==> src/rtl/ctrl_pkg.sv <==
// ctrl_pkg: FSM states, condition codes and ALU encodings shared by the multicycle controller.
package ctrl_pkg;

    typedef enum logic [3:0] {
        FETCH, DECODE, MEMADR, MEMRD, MEMWB, MEMWR, EXECUTER, EXECUTEI, ALUWB, BRANCH
    } state_t;

    typedef enum logic [3:0] {
        EQ, NE, CS, CC, MI, PL, VS, VC, HI, LS, GE, LT, GT, LE, AL, NV
    } cond_t;

    localparam logic [3:0] CMD_AND = 4'b0000;
    localparam logic [3:0] CMD_SUB = 4'b0010;
    localparam logic [3:0] CMD_ADD = 4'b0100;
    localparam logic [3:0] CMD_CMP = 4'b1010;
    localparam logic [3:0] CMD_ORR = 4'b1100;

    localparam logic [1:0] ALU_ADD = 2'b00;
    localparam logic [1:0] ALU_SUB = 2'b01;
    localparam logic [1:0] ALU_AND = 2'b10;
    localparam logic [1:0] ALU_ORR = 2'b11;

    function automatic state_t next_state(input state_t s, input logic [1:0] op, input logic [5:0] funct);
        case (s)
            FETCH:              return DECODE;
            DECODE:             return op == 2'b00 ? (funct[5] ? EXECUTEI : EXECUTER) :
                                       op == 2'b01 ? MEMADR :
                                       op == 2'b10 ? BRANCH : FETCH;
            MEMADR:             return funct[0] ? MEMRD : MEMWR;
            MEMRD:              return MEMWB;
            EXECUTER, EXECUTEI: return ALUWB;
            default:            return FETCH;
        endcase
    endfunction

    function automatic logic [1:0] alu_ctrl(input logic [3:0] cmd);
        return cmd == CMD_ADD ? ALU_ADD :
               cmd == CMD_SUB ? ALU_SUB :
               cmd == CMD_AND ? ALU_AND :
               cmd == CMD_ORR ? ALU_ORR :
               cmd == CMD_CMP ? ALU_SUB : ALU_ADD;
    endfunction

endpackage

==> src/rtl/multicycle_ctrl_cond.sv <==
// cond_unit: NZCV flag register, condition evaluation and the per-instruction condition latch.
module cond_unit
    import ctrl_pkg::*;
(
    input  logic       clk,
    input  logic       reset_n,
    input  logic [3:0] cond,
    input  logic [3:0] alu_flags,
    input  logic       nz_we,
    input  logic       cv_we,
    input  logic       latch,
    output logic       cond_ex_q
);

    logic [3:0] flags;
    logic       n, z, c, v, cond_ex;

    assign {n, z, c, v} = flags;

    always_comb begin
        case (cond_t'(cond))
            EQ:      cond_ex = z;
            NE:      cond_ex = ~z;
            CS:      cond_ex = c;
            CC:      cond_ex = ~c;
            MI:      cond_ex = n;
            PL:      cond_ex = ~n;
            VS:      cond_ex = v;
            VC:      cond_ex = ~v;
            HI:      cond_ex = c & ~z;
            LS:      cond_ex = ~c | z;
            GE:      cond_ex = n == v;
            LT:      cond_ex = n != v;
            GT:      cond_ex = ~z & (n == v);
            LE:      cond_ex = z | (n != v);
            AL:      cond_ex = 1'b1;
            default: cond_ex = 1'b0;
        endcase
    end

    always_ff @(posedge clk) begin
        if (!reset_n) begin
            flags     <= 4'b0000;
            cond_ex_q <= 1'b0;
        end else begin
            if (nz_we) flags[3:2] <= alu_flags[3:2];
            if (cv_we) flags[1:0] <= alu_flags[1:0];
            if (latch) cond_ex_q <= cond_ex;
        end
    end

endmodule

==> src/rtl/multicycle_ctrl.sv <==
// multicycle_ctrl: multicycle ARM-subset control FSM with conditional write gating.
// Define CTRL_PERF_CNT_EN to add the instr_retired counter output.
module multicycle_ctrl
    import ctrl_pkg::*;
#(
    parameter logic [3:0] RESET_STATE = 4'd0
) (
    input  logic         clk,
    input  logic         reset_n,
    input  logic [31:12] Instr,
    input  logic [3:0]   ALUFlags,
    output logic         PCWrite,
    output logic         MemWrite,
    output logic         RegWrite,
    output logic         IRWrite,
    output logic         AdrSrc,
    output logic [1:0]   RegSrc,
    output logic [1:0]   ALUSrcA,
    output logic [1:0]   ALUSrcB,
    output logic [1:0]   ResultSrc,
    output logic [1:0]   ImmSrc,
    output logic [1:0]   ALUControl
`ifdef CTRL_PERF_CNT_EN
    ,
    output logic [31:0]  instr_retired
`endif
);

    state_t     state, cur;
    logic [1:0] op;
    logic [5:0] funct;
    logic [3:0] cmd;
    logic       irw, nextpc, regw, memw, branch, aluop;
    logic       no_write, cond_ex_q, reg_ok, exec, nz_we, unused_rn;

    assign op        = Instr[27:26];
    assign funct     = Instr[25:20];
    assign cmd       = funct[4:1];
    assign unused_rn = ^Instr[19:16];
    // While in reset the datapath muxes present their FETCH setting.
    assign cur       = reset_n ? state : FETCH;

    always_ff @(posedge clk) begin
        if (!reset_n) state <= state_t'(RESET_STATE);
        else state <= next_state(state, op, funct);
    end

    always_comb begin
        {irw, nextpc, regw, memw, branch, aluop, AdrSrc} = '0;
        {ALUSrcA, ALUSrcB, ResultSrc} = '0;
        case (cur)
            FETCH:    begin irw = 1'b1; nextpc = 1'b1; ALUSrcA = 2'b01; ALUSrcB = 2'b10; ResultSrc = 2'b10; end
            DECODE:   begin ALUSrcA = 2'b01; ALUSrcB = 2'b10; ResultSrc = 2'b10; end
            MEMADR:   ALUSrcB = 2'b01;
            MEMRD:    AdrSrc = 1'b1;
            MEMWB:    begin ResultSrc = 2'b01; regw = 1'b1; end
            MEMWR:    begin AdrSrc = 1'b1; memw = 1'b1; end
            EXECUTER: aluop = 1'b1;
            EXECUTEI: begin ALUSrcB = 2'b01; aluop = 1'b1; end
            ALUWB:    regw = 1'b1;
            BRANCH:   begin ALUSrcB = 2'b01; ResultSrc = 2'b10; branch = 1'b1; end
            default:  ;
        endcase
    end

    // CMP is flagged from the held instruction so its ALUWB stays write-free.
    assign no_write   = op == 2'b00 && cmd == CMD_CMP;
    assign reg_ok     = regw & cond_ex_q & ~no_write;
    assign RegWrite   = reset_n & reg_ok;
    assign MemWrite   = reset_n & memw & cond_ex_q;
    assign IRWrite    = reset_n & irw;
    assign PCWrite    = reset_n & (nextpc | (branch & cond_ex_q) | (reg_ok & Instr[15:12] == 4'hF));
    assign ALUControl = aluop ? alu_ctrl(cmd) : ALU_ADD;
    assign ImmSrc     = op;
    assign RegSrc     = {op == 2'b01, op == 2'b10};

    assign exec  = state == EXECUTER || state == EXECUTEI;
    assign nz_we = exec && cond_ex_q && funct[0];

    cond_unit u_cond (
        .clk       (clk),
        .reset_n   (reset_n),
        .cond      (Instr[31:28]),
        .alu_flags (ALUFlags),
        .nz_we     (nz_we),
        .cv_we     (nz_we && (cmd == CMD_ADD || cmd == CMD_SUB || cmd == CMD_CMP)),
        .latch     (state == DECODE),
        .cond_ex_q (cond_ex_q)
    );

`ifdef CTRL_PERF_CNT_EN
    always_ff @(posedge clk) begin
        if (!reset_n) instr_retired <= '0;
        else if (state != FETCH && next_state(state, op, funct) == FETCH) instr_retired <= instr_retired + 32'd1;
    end
`endif

endmodule

==> config.mk <==
export PLATFORM = sky130hd
export DESIGN_NAME = multicycle_ctrl
export DESIGN_NICKNAME = d
export VERILOG_FILES = /design/src/rtl/ctrl_pkg.sv /design/src/rtl/multicycle_ctrl_cond.sv /design/src/rtl/multicycle_ctrl.sv
export SDC_FILE = /design/constraint.sdc
export NUM_CORES = 1
export LEC_CHECK = 0
export ABC_CLOCK_PERIOD_IN_PS = 2300
export CAP_MARGIN = 40
export CORE_MARGIN = 2
export CORE_UTILIZATION = 44
export CTS_CLUSTER_SIZE = 14
export DETAILED_ROUTE_END_ITERATION = 7
export HOLD_SLACK_MARGIN = 0.06
export PLACE_DENSITY = 0.85
export SLEW_MARGIN = 10
export SYNTH_ARGS = -nofsm -noshare
export SYNTH_HDL_FRONTEND = slang
export SYNTH_SLANG_ARGS = --single-unit
==> constraint.sdc <==
create_clock -name clk -period 2.3 [get_ports clk]
set_input_delay 0.575 -clock clk [delete_from_list [all_inputs] [get_ports clk]]
set_output_delay 0.575 -clock clk [all_outputs]
set_load 0.02 [all_outputs]
* Word-level counts from Yosys, hierarchy flattened
Index checks and enable logic that the tools add are counted.
** Cells by class
- Equal/unequal tests :: 37
- Multiplexer cells :: 23
- Bitwise logic cells :: 20
- Reduce and logical (&&, ||, !) cells :: 19
** Operator list (count)
- == test 4 bit, second input constant :: 12
- == test 4 x 3 -> 1 bit, second input constant :: 11
- == test 4 x 2 -> 1 bit, second input constant :: 7
- one-hot mux 4 bit (5 select lines) :: 1
- zero test 4 bit :: 4
- 2-to-1 mux 4 bit :: 4
- one-hot mux 1 bit (15 select lines) :: 1
- == test 4 x 1 -> 1 bit, second input constant :: 3
- AND 1 bit :: 11
- 2-to-1 mux 2 bit :: 5
- OR reduction 2 bit :: 5
- 2-to-1 mux 1 bit :: 9
- one-hot mux 2 bit (2 select lines) :: 2
- OR reduction 3 bit :: 2
- inverter 1 bit :: 5
- logical AND 1 bit :: 4
- bitwise OR 1 bit :: 4
- logical OR 1 bit :: 3
- 2-to-1 mux 3 bit :: 1
- == test 2 x 1 -> 1 bit, second input constant :: 1
- == test 2 bit, second input constant :: 1
- zero test 2 bit :: 1
- == test 1 bit :: 1
- != test 1 bit :: 1
** Word-level totals
- Flip-flop bits (word level) :: 9
- Input bits :: 26
- Output and inout port bits :: 17
- Word-level logic and storage cells :: 103

* Depth between registers and ports, before layout
- Depth in word-level cells :: 9
- Depth in mapped cells :: 5
- Depth with buffers taken out :: 4

* By module
Synthesis repeated with hierarchy kept, for this count alone.
** Unflattened totals
- Cell total of the unflattened synthesis :: 114
- Area, all modules :: 900.9 sq um
** Modules (own cells, without submodules)
- multicycle_ctrl :: times used 1, cells each 72, area each 513.0 sq um, sequential area each 80.1 sq um
- cond_unit :: times used 1, cells each 42, area each 387.9 sq um, sequential area each 100.1 sq um

* Worst setup path after synthesis
Ideal clock, no wire load.
- Path type :: input-to-output
- From :: in reset_n
- To :: out ALUControl[1]
- Data arrival time :: 1.555 ns
- Required time :: 1.725 ns
- Setup slack :: 0.170 ns
- Stages :: 3
- Buffers on the path :: 0
- Cells stage by stage :: nand2_1 or3_1 nor3_1
** Between the ends
- Longest elaborated chain between the ends :: 5
- Elaborated cells between the ends (all ways) :: 6
- Classes of those cells :: 2 x eq/ne; 3 x mux; 1 x reduce/logical
** RTL lines
- from (decl) :: RTL line multicycle_ctrl.sv:9 : input logic reset_n,
- 2-to-1 mux 4 bit * :: RTL line multicycle_ctrl.sv:41 : assign cur = reset_n ? state : FETCH;
- == test 4 x 3 -> 1 bit :: RTL line multicycle_ctrl.sv:51 : case (cur)
- OR reduction 2 bit (no line) *
- 2-to-1 mux 1 bit * :: RTL line multicycle_ctrl.sv:51
- 2-to-1 mux 2 bit * :: RTL line multicycle_ctrl.sv:73 : assign ALUControl = aluop ? alu_ctrl(cmd) : ALU_ADD;
- to (decl) :: RTL line multicycle_ctrl.sv:22 : output logic [1:0] ALUControl
Every way passes the cells marked *; elsewhere a longest branch is shown, timed or not.

* Final worst setup path
- From :: in Instr[27] in the netlist's numbering
- To :: out RegSrc[1]
** Between the ends
- Longest elaborated chain between the ends :: 1
** RTL lines
- from (decl) :: RTL line multicycle_ctrl.sv:10 : input logic [31:12] Instr,
- == test 2 x 1 -> 1 bit :: RTL line multicycle_ctrl.sv:75 : assign RegSrc = {op == 2'b01, op == 2'b10};
- to (decl) :: RTL line multicycle_ctrl.sv:17 : output logic [1:0] RegSrc,
Every way passes these cells.

==> metrics.cfg <==
[setup_path]
r2r-start=state[3]
r2r_cells=5
cp-startpoint=Instr[27]
crit_arrival_ns=1.67
timing.rr.end=u_cond.flags[1]
cp_max_fo=4
cp.required_ns=1.73
r2r_setup_slack_ns=0.69
worst-setup-path-type=in -> out
crit_path_start_kind=input port
crit_path_end_kind=output pin

[clocking]
clk_path_buf_depth=2
clock-sinks=9
path_clk_slew_ns=0.06
ctsHtreeMaxLevel=1
cts_hold_buf=0
cts_made_buffers=3
clockRootBuffer=clkbuf_4
cts_tree=built
clock_latency_ns=0.25

[min_path]
min_path_cells=1
hp-start=state[0]
hp-class=reg -> reg
hold-path-endpoint=state[0]

[timing]
fmax_ghz=0.446
slew_violations=0
fin_crit_sh_pct=97.6
worst_pin_slew_ns=0.480
slew_headroom_pct=67.5
post-route-min-period_ns=2.24
final_hold_viol_count=0
final.setup.worst_slack_ns=0.0557
setup_viol=0
holdWs_ns=0.526
rsz0062_at_grt=false
clock_skew_ns=0.00743

[route]
drc=0
ant_nets=0
via_per_inst=5.52
drt-wirelength-per-cell_um=13.5
first_pass_iters=4
drt_iter0_drc=26
drt-total-wl_um=2670
via_count=1092

[cells_and_area]
multi_input_area_sq_um=674
final_cells=198
nFillCells=172
final_util_pct=74.0
ff_latch_area_sq_um=183
syn2layout_area_growth_pct=58.0
n_antenna_cell=0
drive_gt1_share_pct=21.6
final_cell_area_sq_mm=0.00145
final_nets=198

[yosys]
ys_seq_area_share_pct=19.6
ys_top_cells_by_count=9 x dfxtp_1, 9 x nor2b_1, 8 x clkbuf_1
syn_area_sq_um=918
synth-edff-count=0
postSynthAreaPerCell_sq_um=7.59
syn_nets=147
syn_inst=121
synthTopCellsByArea=dfxtp_1 20%, mux2i_1 7.6%, nor2b_1 6.1%
synth_flop_cell=dfxtp_1
yosys.area.top_type=dfxtp_1
yosysUniqueCellTypes=49
synth-seq-cells=9
yosys_warnings=0
synth.top_cell.area_share_pct=19.6
synthArstFlopShare_pct=0

[placement]
gp_congestion=0.896
hpwlAfterDp_um=2180
place_area_sq_mm=0.00142
numPortBuffers=37
pre_cts_ws_ns=-0.618
place_inst=194

[floorplan]
initial_core_util_pct=46.8
core_area_sq_mm=0.00196
die-area_sq_mm=0.00247
rows=16
die_y_um=49.7
num_io_pins=43
die_w_um=49.7

[grt]
grt_start_max_net_pins=13
grt_pass1_wl_um=4530
grt-ovfl-total=0
antenna_found_initial=0
grtUsageTotal_pct=22.6
first_global_vias=1041

[power]
power_density_mw_per_mm2=333
vdd_drop_max_mv=0.339
p_leak_nw=0.628

[run_status]
outcome=finished, final reports clean

[run]
max-cap-violations=0

worst max path at each step:
stage | end | slack, ns | cells past startpoint
floorplan | ALUControl[1] | 0.17 | 3
global placement | ALUControl[1] | -0.59 | 5
detailed placement | ALUControl[1] | -0.62 | 5
CTS | ALUSrcA[0] | 0.002 | 4
global route | RegSrc[1] | 0.008 | 4
finish | RegSrc[1] | 0.06 | 4
routing by layer:
metal	share of wire [%]	GRT usage, %
met5	0	0
met4	0	4.63
met3	5.6	3.33
met2	52	42.2
met1	42	27.0
cells in the final DEF, fill, tap and decap left out, drive strengths merged, types with 2 or more instances in the layout:
cell           count
a211oi             2
a21oi              2
a31oi              2
and4b              2
buf               24
clkbuf             3
clkdlybuf4s50     13
dfxtp              9
dlygate4sd2       17
dlymetal6s2s       4
inv                7
mux2i              7
nand2              7
nand2b             2
nand3              3
nand4              3
nor2               7
nor2b              9
nor3               6
nor3b              3
o2111ai            2
o21ai              4
o31ai              2
xnor2              3
xor2               2
what timing repair did:
| action | CTS | global route |
|---|---|---|
| buffers inserted | 0 | 0 |
| setup endpoints to repair | 16 | 5 |
| pin swaps | 4 | 1 |
| gates resized for setup | 37 | 6 |
where the power goes:
| group | internal, W | switching (W) |
|---|---|---|
| combinational | 0.000102 | 0.0000957 |
| sequential | 0.000163 | 0.00000898 |
| clock | 0.0000638 | 0.0000507 |
metrics by stage:
step	power, W	TNS, ns
2_1_floorplan	0.000271	0
3_3_place_gp	0.000373	-4.89
3_5_place_dp	0.000379	-5.20
4_1_cts	0.000487	0
5_1_grt	0.000512	0
6_report	0.000484	0
cells by family after synthesis:
kind of cell	Yosys count	share of synthesized area [%]
simple gates	55	36.2
compound gates	25	22.2
flops	9	19.6
other cells	1	0.408
buf+inv	19	9.13
mux	7	7.63
xor+xnor	5	4.77
flip-flops by register name (all words and copies together), names as in the netlist:
| signal | cells |
|---|---|
| u_cond.flags | 4 |
| state | 4 |
| u_cond.cond_ex_q | 1 |
layout make-up:
class                      instances  share of cell area [%]
clock buffer                       3                    1.55
clock inverter                     1                   0.345
inverter                           7                    1.81
multi-input combinational         93                    46.5
sequential                         9                    12.6
tap                               27                    2.33
timing repair buffer              58                    34.9
critical path: stages:
cell             delay [ns]
dlygate4sd2_1          0.25
buf_4                  0.14
nor2b_1                0.09
clkdlybuf4s50_1        0.61
(Power assumes the default switching activity.)
